==> src/rtl/lz_pkg.sv <==
// Shared types, sizes and helpers for the leading-zero stream transmitter.
package lz_pkg;

  localparam int unsigned WIDTH     = 8;
  localparam int unsigned WORD      = 16;
  localparam int unsigned MAX_ZEROS = 256;
  localparam int unsigned ZW        = 9;   // request/count width
  localparam int unsigned RW        = 3;   // bit position within a byte
  localparam int unsigned FW        = ZW - RW; // whole zero bytes, up to MAX_ZEROS/WIDTH
  localparam int unsigned CW        = 5;   // byte counter, holds 0..WORD

  typedef enum logic [1:0] {
    IDLE = 2'd0,
    SEND = 2'd1,
    GAP  = 2'd2
  } state_e;

  // Word plan derived from a clamped request.
  typedef struct packed {
    logic [FW-1:0] f;       // full zero bytes
    logic [RW-1:0] r;       // zeros ahead of the leading one in byte f
    logic [CW-1:0] nbytes;  // bytes to stream for this word
  } plan_t;

  function automatic logic [ZW-1:0] clamp_zeros(input logic [ZW-1:0] z);
    return (z > ZW'(MAX_ZEROS)) ? ZW'(MAX_ZEROS) : z;
  endfunction

  function automatic plan_t make_plan(input logic [ZW-1:0] z, input logic mode);
    plan_t p;
    p.f = z[ZW-1:RW];
    p.r = z[RW-1:0];
    // Early-terminate stops after the byte holding the leading one.
    if (mode && (p.f < FW'(WORD)))
      p.nbytes = CW'(p.f + FW'(1));
    else
      p.nbytes = CW'(WORD);
    return p;
  endfunction

endpackage

==> src/rtl/lz_stream_tx_if.sv <==
// Request and byte-stream bundle between a request source and lz_stream_tx.
interface lz_stream_tx_if;
  import lz_pkg::*;

  logic             REQ_VALID;
  logic             REQ_READY;
  logic [ZW-1:0]    REQ_ZEROS;
  logic             REQ_MODE;
  logic [WIDTH-1:0] DATA;
  logic             IVALID;
  logic             MODE;
  logic [ZW-1:0]    EXP_ZEROS;
  logic             DONE;

  modport master (
    output REQ_VALID, REQ_ZEROS, REQ_MODE,
    input  REQ_READY, DATA, IVALID, MODE, EXP_ZEROS, DONE
  );

  modport slave (
    input  REQ_VALID, REQ_ZEROS, REQ_MODE,
    output REQ_READY, DATA, IVALID, MODE, EXP_ZEROS, DONE
  );
endinterface

==> src/rtl/lz_lfsr8.sv <==
// 8-bit Galois LFSR (x^8+x^6+x^5+x^4+1, seed 8'hA5) used for random fill bytes.
// Only present when LZ_STREAM_LFSR_FILL_EN is defined.
`ifdef LZ_STREAM_LFSR_FILL_EN
module lz_lfsr8 (
  input  logic       CLK,
  input  logic       RST_N,
  input  logic       en_i,
  output logic [7:0] q_o
);

  logic [7:0] lfsr_q, lfsr_d;

  always_comb begin
    lfsr_d = lfsr_q;
    if (en_i)
      lfsr_d = {1'b0, lfsr_q[7:1]} ^ (lfsr_q[0] ? 8'hB8 : 8'h00);
  end

  always_ff @(posedge CLK or negedge RST_N) begin
    if (!RST_N) lfsr_q <= 8'hA5;
    else        lfsr_q <= lfsr_d;
  end

  assign q_o = lfsr_q;

endmodule
`endif

==> src/rtl/lz_stream_tx.sv <==
// Streams a WORD-byte MSB-first word whose leading-zero count equals the request.
// LZ_STREAM_LFSR_FILL_EN: fill bits come from an LFSR instead of all ones.
module lz_stream_tx
  import lz_pkg::*;
#(
  parameter int unsigned GAP_CYCLES = 2  // idle-stream cycles between words, >= 2
) (
  input  logic          CLK,
  input  logic          RST_N,
  lz_stream_tx_if.slave bus
);

  localparam int unsigned GW = 4;

  state_e           state_q, state_d;
  plan_t            plan_q, plan_d;
  logic [CW-1:0]    cnt_q, cnt_d;
  logic [GW-1:0]    gap_q, gap_d;
  logic [WIDTH-1:0] data_q, data_d;
  logic             ivalid_q, ivalid_d;
  logic             mode_q, mode_d;
  logic [ZW-1:0]    exp_q, exp_d;
  logic             done_q, done_d;
  logic             ready_q, ready_d;

  logic [ZW-1:0]    z_clamped;
  plan_t            new_plan;
  plan_t            sel_plan;
  logic [CW-1:0]    sel_k;
  logic [WIDTH-1:0] lead;
  logic [WIDTH-1:0] fill;
  logic [WIDTH-1:0] below_en;
  logic [WIDTH-1:0] byte_nxt;

`ifdef LZ_STREAM_LFSR_FILL_EN
  logic [7:0] lfsr;
  lz_lfsr8 u_lfsr (
    .CLK   (CLK),
    .RST_N (RST_N),
    .en_i  (ivalid_d),
    .q_o   (lfsr)
  );
  assign fill     = lfsr;
  assign below_en = '1;
`else
  assign fill     = '1;
  assign below_en = '0;
`endif

  assign z_clamped = clamp_zeros(bus.REQ_ZEROS);
  assign new_plan  = make_plan(z_clamped, bus.REQ_MODE);

  // Next byte to present: byte 0 of a fresh request while idle, else byte cnt_q.
  always_comb begin
    sel_plan = (state_q == IDLE) ? new_plan : plan_q;
    sel_k    = (state_q == IDLE) ? '0 : cnt_q;
    lead     = WIDTH'(8'h80) >> sel_plan.r;
    if (FW'(sel_k) < sel_plan.f)
      byte_nxt = '0;
    else if (FW'(sel_k) == sel_plan.f)
      byte_nxt = lead | (fill & (lead - WIDTH'(1)) & below_en);
    else
      byte_nxt = fill;
  end

  always_comb begin
    state_d  = state_q;
    plan_d   = plan_q;
    cnt_d    = cnt_q;
    gap_d    = gap_q;
    data_d   = data_q;
    ivalid_d = 1'b0;
    mode_d   = mode_q;
    exp_d    = exp_q;
    done_d   = 1'b0;

    unique case (state_q)
      IDLE: begin
        if (bus.REQ_VALID && ready_q) begin
          state_d  = SEND;
          plan_d   = new_plan;
          mode_d   = bus.REQ_MODE;
          exp_d    = z_clamped;
          data_d   = byte_nxt;
          ivalid_d = 1'b1;
          cnt_d    = CW'(1);
        end
      end
      SEND: begin
        if (cnt_q == plan_q.nbytes) begin
          state_d = GAP;
          gap_d   = '0;
          done_d  = 1'b1;
        end else begin
          data_d   = byte_nxt;
          ivalid_d = 1'b1;
          cnt_d    = cnt_q + CW'(1);
        end
      end
      GAP: begin
        // The IDLE cycle that follows also has IVALID low, so it counts toward the gap.
        if (gap_q >= GW'(GAP_CYCLES - 2))
          state_d = IDLE;
        else
          gap_d = gap_q + GW'(1);
      end
      default: state_d = IDLE;
    endcase

    ready_d = (state_d == IDLE);
  end

  always_ff @(posedge CLK or negedge RST_N) begin
    if (!RST_N) begin
      state_q  <= IDLE;
      plan_q   <= '0;
      cnt_q    <= '0;
      gap_q    <= '0;
      data_q   <= '0;
      ivalid_q <= 1'b0;
      mode_q   <= 1'b0;
      exp_q    <= '0;
      done_q   <= 1'b0;
      ready_q  <= 1'b1;
    end else begin
      state_q  <= state_d;
      plan_q   <= plan_d;
      cnt_q    <= cnt_d;
      gap_q    <= gap_d;
      data_q   <= data_d;
      ivalid_q <= ivalid_d;
      mode_q   <= mode_d;
      exp_q    <= exp_d;
      done_q   <= done_d;
      ready_q  <= ready_d;
    end
  end

  assign bus.REQ_READY = ready_q;
  assign bus.DATA      = data_q;
  assign bus.IVALID    = ivalid_q;
  assign bus.MODE      = mode_q;
  assign bus.EXP_ZEROS = exp_q;
  assign bus.DONE      = done_q;

endmodule

==> src/flat_wrapper.sv <==
// flat-port wrapper written by rule: the top's interface ports become plain ports
module lz_stream_tx_flat import lz_pkg::*;
#(
  parameter int unsigned GAP_CYCLES = 2                                           
)
  (CLK, RST_N, bus_REQ_VALID, bus_REQ_ZEROS, bus_REQ_MODE, bus_REQ_READY, bus_DATA, bus_IVALID, bus_MODE, bus_EXP_ZEROS, bus_DONE);
  lz_stream_tx_if bus_i ();
  input  logic CLK;
  input  logic RST_N;
  input wire logic [$bits(bus_i.REQ_VALID)-1:0] bus_REQ_VALID;
  input wire logic [$bits(bus_i.REQ_ZEROS)-1:0] bus_REQ_ZEROS;
  input wire logic [$bits(bus_i.REQ_MODE)-1:0] bus_REQ_MODE;
  output wire logic [$bits(bus_i.REQ_READY)-1:0] bus_REQ_READY;
  output wire logic [$bits(bus_i.DATA)-1:0] bus_DATA;
  output wire logic [$bits(bus_i.IVALID)-1:0] bus_IVALID;
  output wire logic [$bits(bus_i.MODE)-1:0] bus_MODE;
  output wire logic [$bits(bus_i.EXP_ZEROS)-1:0] bus_EXP_ZEROS;
  output wire logic [$bits(bus_i.DONE)-1:0] bus_DONE;
  assign bus_i.REQ_VALID = bus_REQ_VALID;
  assign bus_i.REQ_ZEROS = bus_REQ_ZEROS;
  assign bus_i.REQ_MODE = bus_REQ_MODE;
  assign bus_REQ_READY = bus_i.REQ_READY;
  assign bus_DATA = bus_i.DATA;
  assign bus_IVALID = bus_i.IVALID;
  assign bus_MODE = bus_i.MODE;
  assign bus_EXP_ZEROS = bus_i.EXP_ZEROS;
  assign bus_DONE = bus_i.DONE;
  lz_stream_tx #(.GAP_CYCLES(GAP_CYCLES)) u_core (.CLK(CLK), .RST_N(RST_N), .bus(bus_i));
endmodule
==> config.mk <==
export PLATFORM = sky130hd
export DESIGN_NAME = lz_stream_tx_flat
export DESIGN_NICKNAME = d
export VERILOG_FILES = /design/src/rtl/lz_pkg.sv /design/src/rtl/lz_stream_tx_if.sv /design/src/rtl/lz_lfsr8.sv /design/src/rtl/lz_stream_tx.sv /design/src/flat_wrapper.sv
export SDC_FILE = /design/constraint.sdc
export NUM_CORES = 1
export LEC_CHECK = 0
export BUFFER_PORTS_ARGS = -buffer_cell sky130_fd_sc_hd__buf_2
export CAP_MARGIN = 20
export CORE_ASPECT_RATIO = 1.4
export CORE_MARGIN = 2
export CORE_UTILIZATION = 50
export DETAILED_ROUTE_END_ITERATION = 8
export PLACE_DENSITY = 0.82
export SLEW_MARGIN = 20
export SYNTH_ARGS = -nofsm -noshare
export SYNTH_HDL_FRONTEND = slang
export SYNTH_SLANG_ARGS = --single-unit
==> constraint.sdc <==
create_clock -name CLK -period 6.6 [get_ports CLK]
set_input_delay 0.33 -clock CLK [delete_from_list [all_inputs] [get_ports CLK]]
set_output_delay 0.33 -clock CLK [all_outputs]
set_load 0.02 [all_outputs]
==> flow_metrics.py, run 1 <==
metrics = {
    "run_status": {
        "status": "completed",
    },
    "cts": {
        "clk_latency_ns": 0.28,
        "numCtsBuffers": 5,
        "post_cts_buffers": 0,
        "cts_resized": 0,
        "numClockSinks": 33,
        "clkSlewWorstSetupHoldPaths_ns": 0.06,
        "h-tree-depth": 2,
        "tritoncts": "yes",
        "cts_hold_buf": 0,
        "cts_buffer_depth": 2,
        "root_buffer": "clkbuf_8",
    },
    "grt": {
        "grt_max_degree": 34,
        "antenna_found_initial": 0,
        "grt_util_all_layers_pct": 19.0,
        "grt_pass1_wl_um": 6550,
        "grt_pass1_vias": 1493,
        "overflow": 0,
    },
    "power": {
        "p_total_w": 0.00104,
        "p_per_area_mw_per_mm2": 495,
        "p_leak_nw": 1.04,
        "ir_drop_mv": 0.320,
    },
    "timing": {
        "slew_headroom_pct": 51.7,
        "worst_slew_pin_slew_ns": 0.724,
        "min_period_over_period_pct": 37.2,
        "slew_violations": 0,
        "skew_ns": 0.00459,
        "tns_ns": 0,
        "hold_viol": 0,
        "fin_crit_ns": 2.46,
        "rsz0062_at_grt": "no",
        "max_freq_mhz": 407,
        "setup_viol": 0,
    },
    "synth": {
        "synth-simple-area-share_pct": 22.5,
        "synth_xor_area_share_pct": 4.46,
        "synth_commonest_cells": "dfrtp_1 (32), nand2_1 (29), o21ai_0 (15), nor2_1 (12), buf_4 (9)",
        "ys_ff_latch": 33,
        "syn_inst": 210,
        "syn_avg_cell_area_um2": 9.36,
        "synth_compound_area_share_pct": 16.4,
        "yosysSeqAreaShare_pct": 42.1,
        "synth.most_common_cell": "dfrtp_1",
        "ys_types": 45,
        "synth_nets": 230,
        "synth_adder_area_share_pct": 4.46,
        "synth_edf_count": 0,
        "synth_top_family_by_area": "simple AND/OR/NAND/NOR gates",
        "async_flop_share_pct": 100,
        "ys.flop_type": "dfrtp_1",
        "yosys-top-cells-area": "dfrtp_1 (41%), nand2_1 (5.5%), ha_1 (4.5%), o21ai_0 (3.8%), buf_4 (3.4%)",
        "yosys_warnings": 0,
        "synth_top_area_share_pct": 40.7,
        "synth.mux.area_fraction_pct": 1.08,
        "synth_area_leader_cell": "dfrtp_1",
        "syn_area_mm2": 0.00197,
    },
    "job": {
        "drv_cap": 0,
    },
    "critical_path": {
        "cpMaxStageDelayCell": "or2_1",
        "start_kind": "flip-flop",
        "crit_fanout": 19,
        "r2r_slack_ns": 4.14,
        "critPathMaxStageDelay_ns": 0.45,
        "reg2reg_depth": 8,
        "path_class": "reg -> reg",
        "r2r-end": "u_core.bus.DATA[3]",
        "cp_num_buf_inv": 0,
        "crit_chain": "or2_1 -> and2_1 -> ha_1 -> a21o_1 -> a21oi_1 -> o2bb2ai_2 -> a21oi_1 -> mux2_1",
        "endpoint_kind": "flip-flop",
        "cp.required_ns": 6.77,
        "worstReg2RegStart": "u_core.state_q[0]",
        "cp_common_cell": "a21oi_1",
        "cp.arrival_ns": 2.62,
        "cpLargestDelayFamily": "simple AND/OR/NAND/NOR gates",
    },
    "floorplanning": {
        "core_mm2": 0.00385,
        "die_x_um": 57.0,
        "start_util_pct": 51.0,
        "row_count": 27,
        "die_y_um": 78.2,
        "die_area_mm2": 0.00446,
        "pin_count": 34,
    },
    "placement": {
        "place.gp.congestion": 0.767,
        "hpwl_um": 2820,
        "numPortBuffers": 33,
        "placed_cell_area_mm2": 0.00203,
    },
    "worst_hold_path": {
        "min_path_type": "in -> async",
    },
    "cells_and_area": {
        "regArea_um2": 827,
        "diodes": 0,
        "fin_util_pct": 54.7,
        "multi_input_area_um2": 961,
        "drive_above_1_share_pct": 21.8,
        "fin_nets": 248,
        "area_growth_pct": 7.13,
        "final_cell_area_mm2": 0.00211,
        "nFillCells": 387,
    },
    "drt": {
        "wire_per_inst_um": 13.9,
        "drtPass1Iterations": 4,
        "viasPerCell": 5.72,
        "drc": 0,
        "final_antenna_net_count": 0,
        "drt_wl_total_um": 3780,
        "num_vias": 1557,
        "drt_iter0_markers": 62,
    },
}
where the power goes:
part	leakage, nW	total (W)	switching, W	internal [W]
registers	0.426	0.000348	0.0000660	0.000282
logic	0.577	0.000552	0.000333	0.000219
clock network	0.0395	0.000143	0.0000682	0.0000748
total	1.04	0.00104	0.000468	0.000575
cell type report:
| class | count | share of cell area, % |
|---|---|---|
| Multi-Input combinational cell | 150 | 45.6 |
| Sequential cell | 33 | 39.3 |
| Timing Repair Buffer | 33 | 7.84 |
| Clock buffer | 8 | 3.80 |
| Tap cell | 43 | 2.55 |
| Inverter | 5 | 0.891 |
metrics by stage:
| step | setup WS (ns) | hold slack (ns) | instances |
|---|---|---|---|
| after floorplan | 4.26 | 0.0344 | 210 |
| after global routing | 3.97 | 0.165 | 272 |
| after detailed placement | 4.14 | 0.429 | 264 |
| after CTS | 4.13 | 0.116 | 272 |
| after global placement | 4.20 | 0.425 | 264 |
| final | 4.14 | 0.104 | 272 |
per-layer routing:
metal  share of wire [%]  track usage, %
met5                   0               0
met4                 2.2            7.67
met3                 5.9            5.27
met2                  51            32.9
met1                  41            21.7
kinds of logic (layout without fill, tap and decap cells):
family          count (synthesis)  in the layout
mux                             2              2
fa+ha+maj                       7              7
flops                          33             33
xor+xnor                       10             10
buf+inv                        27             46
simple gates                   86             86
compound gates                 45             45
placed cells by master (no fill, tap or decap), types with 2 or more instances in the layout:
master,count
a21o_1,8
a21oi_1,4
a311oi_1,7
a31oi_1,3
and2_1,4
and3_1,5
and3_2,2
buf_2,33
clkbuf_1,3
clkbuf_8,5
dfrtp_1,32
ha_1,7
inv_1,2
inv_2,3
nand2_1,29
nand2b_1,6
nand3_1,8
nand3b_1,3
nand4_1,5
nand4b_1,2
nor2_1,12
nor2b_1,4
o21a_1,3
o21ai_0,15
xnor2_1,7
xor2_1,3
flip-flops by register name (all words and copies together) (netlist names):
name and cells:
u_core.bus.MODE 1, u_core.bus.REQ_READY 1, u_core.bus.EXP_ZEROS 1, u_core.plan_q 13
u_core.cnt_q 5, u_core.bus.DATA 8, u_core.bus.DONE 1, u_core.bus.IVALID 1
u_core.state_q 2
worst max-delay path by stage:
stage / startpoint / end / cells after the start
4_1_cts: u_core.state_q[0] / u_core.bus.DATA[3] / 8
6_report: u_core.state_q[0] / u_core.bus.DATA[3] / 8
5_1_grt: u_core.state_q[1] / u_core.bus.DATA[3] / 9
2_1_floorplan: u_core.state_q[0] / u_core.bus.DATA[3] / 10
3_3_place_gp: u_core.state_q[0] / u_core.bus.DATA[3] / 8
3_5_place_dp: u_core.state_q[0] / u_core.bus.DATA[3] / 8
Note: power is estimated with default switching activity, not from simulation.
==> run 2: changes to the inputs <==
--- a/config.mk
+++ b/config.mk
@@ -11,7 +11,7 @@
 export CORE_MARGIN = 2
 export CORE_UTILIZATION = 50
 export DETAILED_ROUTE_END_ITERATION = 8
-export PLACE_DENSITY = 0.82
+export PLACE_DENSITY = 0.85
 export SLEW_MARGIN = 20
 export SYNTH_ARGS = -nofsm -noshare
 export SYNTH_HDL_FRONTEND = slang
==> constraint.sdc (replaced) <==
create_clock -name CLK -period 2.2 [get_ports CLK]
set_input_delay 0.11 -clock CLK [delete_from_list [all_inputs] [get_ports CLK]]
set_output_delay 0.11 -clock CLK [all_outputs]
set_load 0.02 [all_outputs]
==> flow_metrics.py, run 2 (same netlist as run 1, synthesis figures left out) <==
metrics = {
    "cts": {
        "h-tree-depth": 2,
        "numCtsBuffers": 5,
        "tritoncts": "yes",
        "numClockSinks": 33,
        "clk_latency_ns": 0.28,
        "clkSlewWorstSetupHoldPaths_ns": 0.07,
        "cts_buffer_depth": 2,
        "root_buffer": "clkbuf_8",
    },
    "cells_and_area": {
        "final_cell_area_mm2": 0.00232,
        "mostFrequentLayoutCell": "buf_2",
        "regArea_um2": 827,
        "multi_input_area_mm2": 0.00104,
        "fin_nets": 260,
        "largest_register_ffs": 13,
        "drive_above_1_share_pct": 31.1,
        "area_growth_pct": 18.0,
        "nFillCells": 341,
        "diodes": 0,
        "layout_common_cells": "buf_2 (33), dfrtp_1 (32), nand2_1 (29)",
        "top_register": "u_core.plan_q",
        "fin_cells": 284,
    },
    "critical_path": {
        "cpMaxStageDelayCell": "dfrtp_1",
        "endpoint": "u_core.bus.DATA[3]",
        "crit_fanout": 8,
        "path_class": "reg -> reg",
        "cp_common_cell": "a21oi_2",
        "cpLargestDelayFamily": "compound AO/OA/AOI/OAI gates",
        "worstReg2RegStart": "u_core.state_q[0]",
        "start_kind": "flip-flop",
        "cp.arrival_ns": 2.32,
        "r2r-end": "u_core.bus.DATA[3]",
        "cp.required_ns": 2.36,
        "r2r_slack_ns": 0.04,
        "critPathMaxStageDelay_ns": 0.39,
        "reg2reg_depth": 9,
        "crit_chain": "or2_4 -> nand2_1 -> o21a_1 -> ha_4 -> a21o_1 -> a21oi_2 -> o2bb2ai_4 -> a21oi_2 -> mux2_4",
        "cp.depth": 9,
        "crit_start": "u_core.state_q[0]",
        "endpoint_kind": "flip-flop",
        "cp_num_buf_inv": 0,
    },
    "placement": {
        "dp.cells": 271,
        "hpwl_um": 3140,
        "placed_cell_area_mm2": 0.00212,
        "place.gp.congestion": 0.812,
        "numPortBuffers": 33,
    },
    "floorplanning": {
        "start_util_pct": 51.0,
        "die_x_um": 57.0,
        "core_mm2": 0.00385,
        "die_y_um": 78.2,
        "die_area_mm2": 0.00446,
        "row_count": 27,
        "pin_count": 34,
    },
    "drt": {
        "wire_per_inst_um": 14.8,
        "drt_wl_total_um": 4210,
        "wl_met2_um": 2360,
        "drtPass1Iterations": 4,
        "viasPerCell": 5.74,
        "num_vias": 1630,
        "top_layer": "met4",
        "wl_met3_um": 165,
        "drt-met1-wl_um": 1580,
        "drt_iter0_markers": 45,
        "final_antenna_net_count": 0,
        "drc": 0,
    },
    "timing": {
        "skew_ns": 0.00628,
        "max_freq_mhz": 464,
        "hold_viol": 0,
        "slew_violations": 0,
        "setup_viol": 0,
        "fin_crit_ns": 2.16,
        "rsz0062_at_grt": "yes",
        "min_period_over_period_pct": 98.1,
        "worst_slew_pin_slew_ns": 0.719,
        "slew_headroom_pct": 52.1,
        "whs_ns": 0.0562,
    },
    "worst_hold_path": {
        "min_path_type": "in -> reg",
    },
    "power": {
        "ir_drop_mv": 0.988,
        "p_per_area_mw_per_mm2": 1610,
        "p_total_w": 0.00373,
        "p_leak_nw": 1.13,
    },
    "grt": {
        "grt_util_all_layers_pct": 20.0,
        "grt_pass1_vias": 1536,
        "overflow": 0,
        "grt_pass1_wl_um": 6960,
        "grt_max_degree": 34,
        "antenna_found_initial": 0,
    },
    "run_status": {
        "status": "completed",
    },
    "job": {
        "drv_cap": 0,
    },
}
==> run 2: changes by cell type in the layout (fill, tap and decap cells not counted), moves of 2 or more <==
cell / change
a21oi_2: +2
ha_4: +2
clkbuf_1: -2
ha_1: -2
a311oi_2: +2
and3_4: +2
a311oi_1: -2
buf_4: +10
a21oi_1: -2
==> run 2: where the power goes <==
group / leakage, nW / internal (W) / total, W / switching, W
registers: 0.426 / 0.000845 / 0.00105 / 0.000203
clock network: 0.0585 / 0.000369 / 0.000581 / 0.000212
logic: 0.646 / 0.000939 / 0.00210 / 0.00117
total: 1.13 / 0.00215 / 0.00373 / 0.00158
==> run 2: worst min path at each step <==
stage          cells after the start  slack (ns)                 end        startpoint
6_report                           2        0.06    u_core.plan_q[0]  bus_REQ_ZEROS[3]
5_1_grt                            2        0.06    u_core.plan_q[0]  bus_REQ_ZEROS[3]
4_1_cts                            2        0.05    u_core.plan_q[0]  bus_REQ_ZEROS[3]
3_5_place_dp                       1        0.21  u_core.bus.DATA[1]             RST_N
3_3_place_gp                       1        0.20  u_core.bus.DATA[1]             RST_N
2_1_floorplan                      0       -0.19  u_core.bus.DATA[0]             RST_N
==> run 2: repair_timing <==
action,in CTS,in global routing
gates resized for setup,1,9
endpoints found under the setup margin,2,2
pin swaps,0,6
setup buffers,0,4
hold buffers,1,0
cloned,0,0
hold endpoints to repair,32,0
==> run 2: layer usage <==
layer / track usage (%) / up-vias
li1: - / 784
met1: 20.4 / 793
met2: 38.0 / 43
met3: 4.78 / 10
met4: 7.44 / 0
met5: 0 / -
==> run 2: through the flow <==
stage | setup slack [ns] | setup TNS (ns) | util (%)
after floorplan | -0.0460 | -0.0460 | -
after global placement | 0.0239 | 0 | 55.1
after detailed placement | -0.0481 | -0.0481 | 55.1
after CTS | 0.0245 | 0 | 58.5
after global routing | -0.0243 | -0.0920 | 60.2
final | 0.0427 | 0 | 60.2
==> run 2: layout make-up <==
cell class	instances	area share (%)
Timing Repair Buffer	45	11.3
Clock buffer	7	3.72
Multi-Input combinational cell	150	44.9
Inverter	5	0.809
Sequential cell	33	35.7
Clock inverter	1	1.29
Tap cell	43	2.32
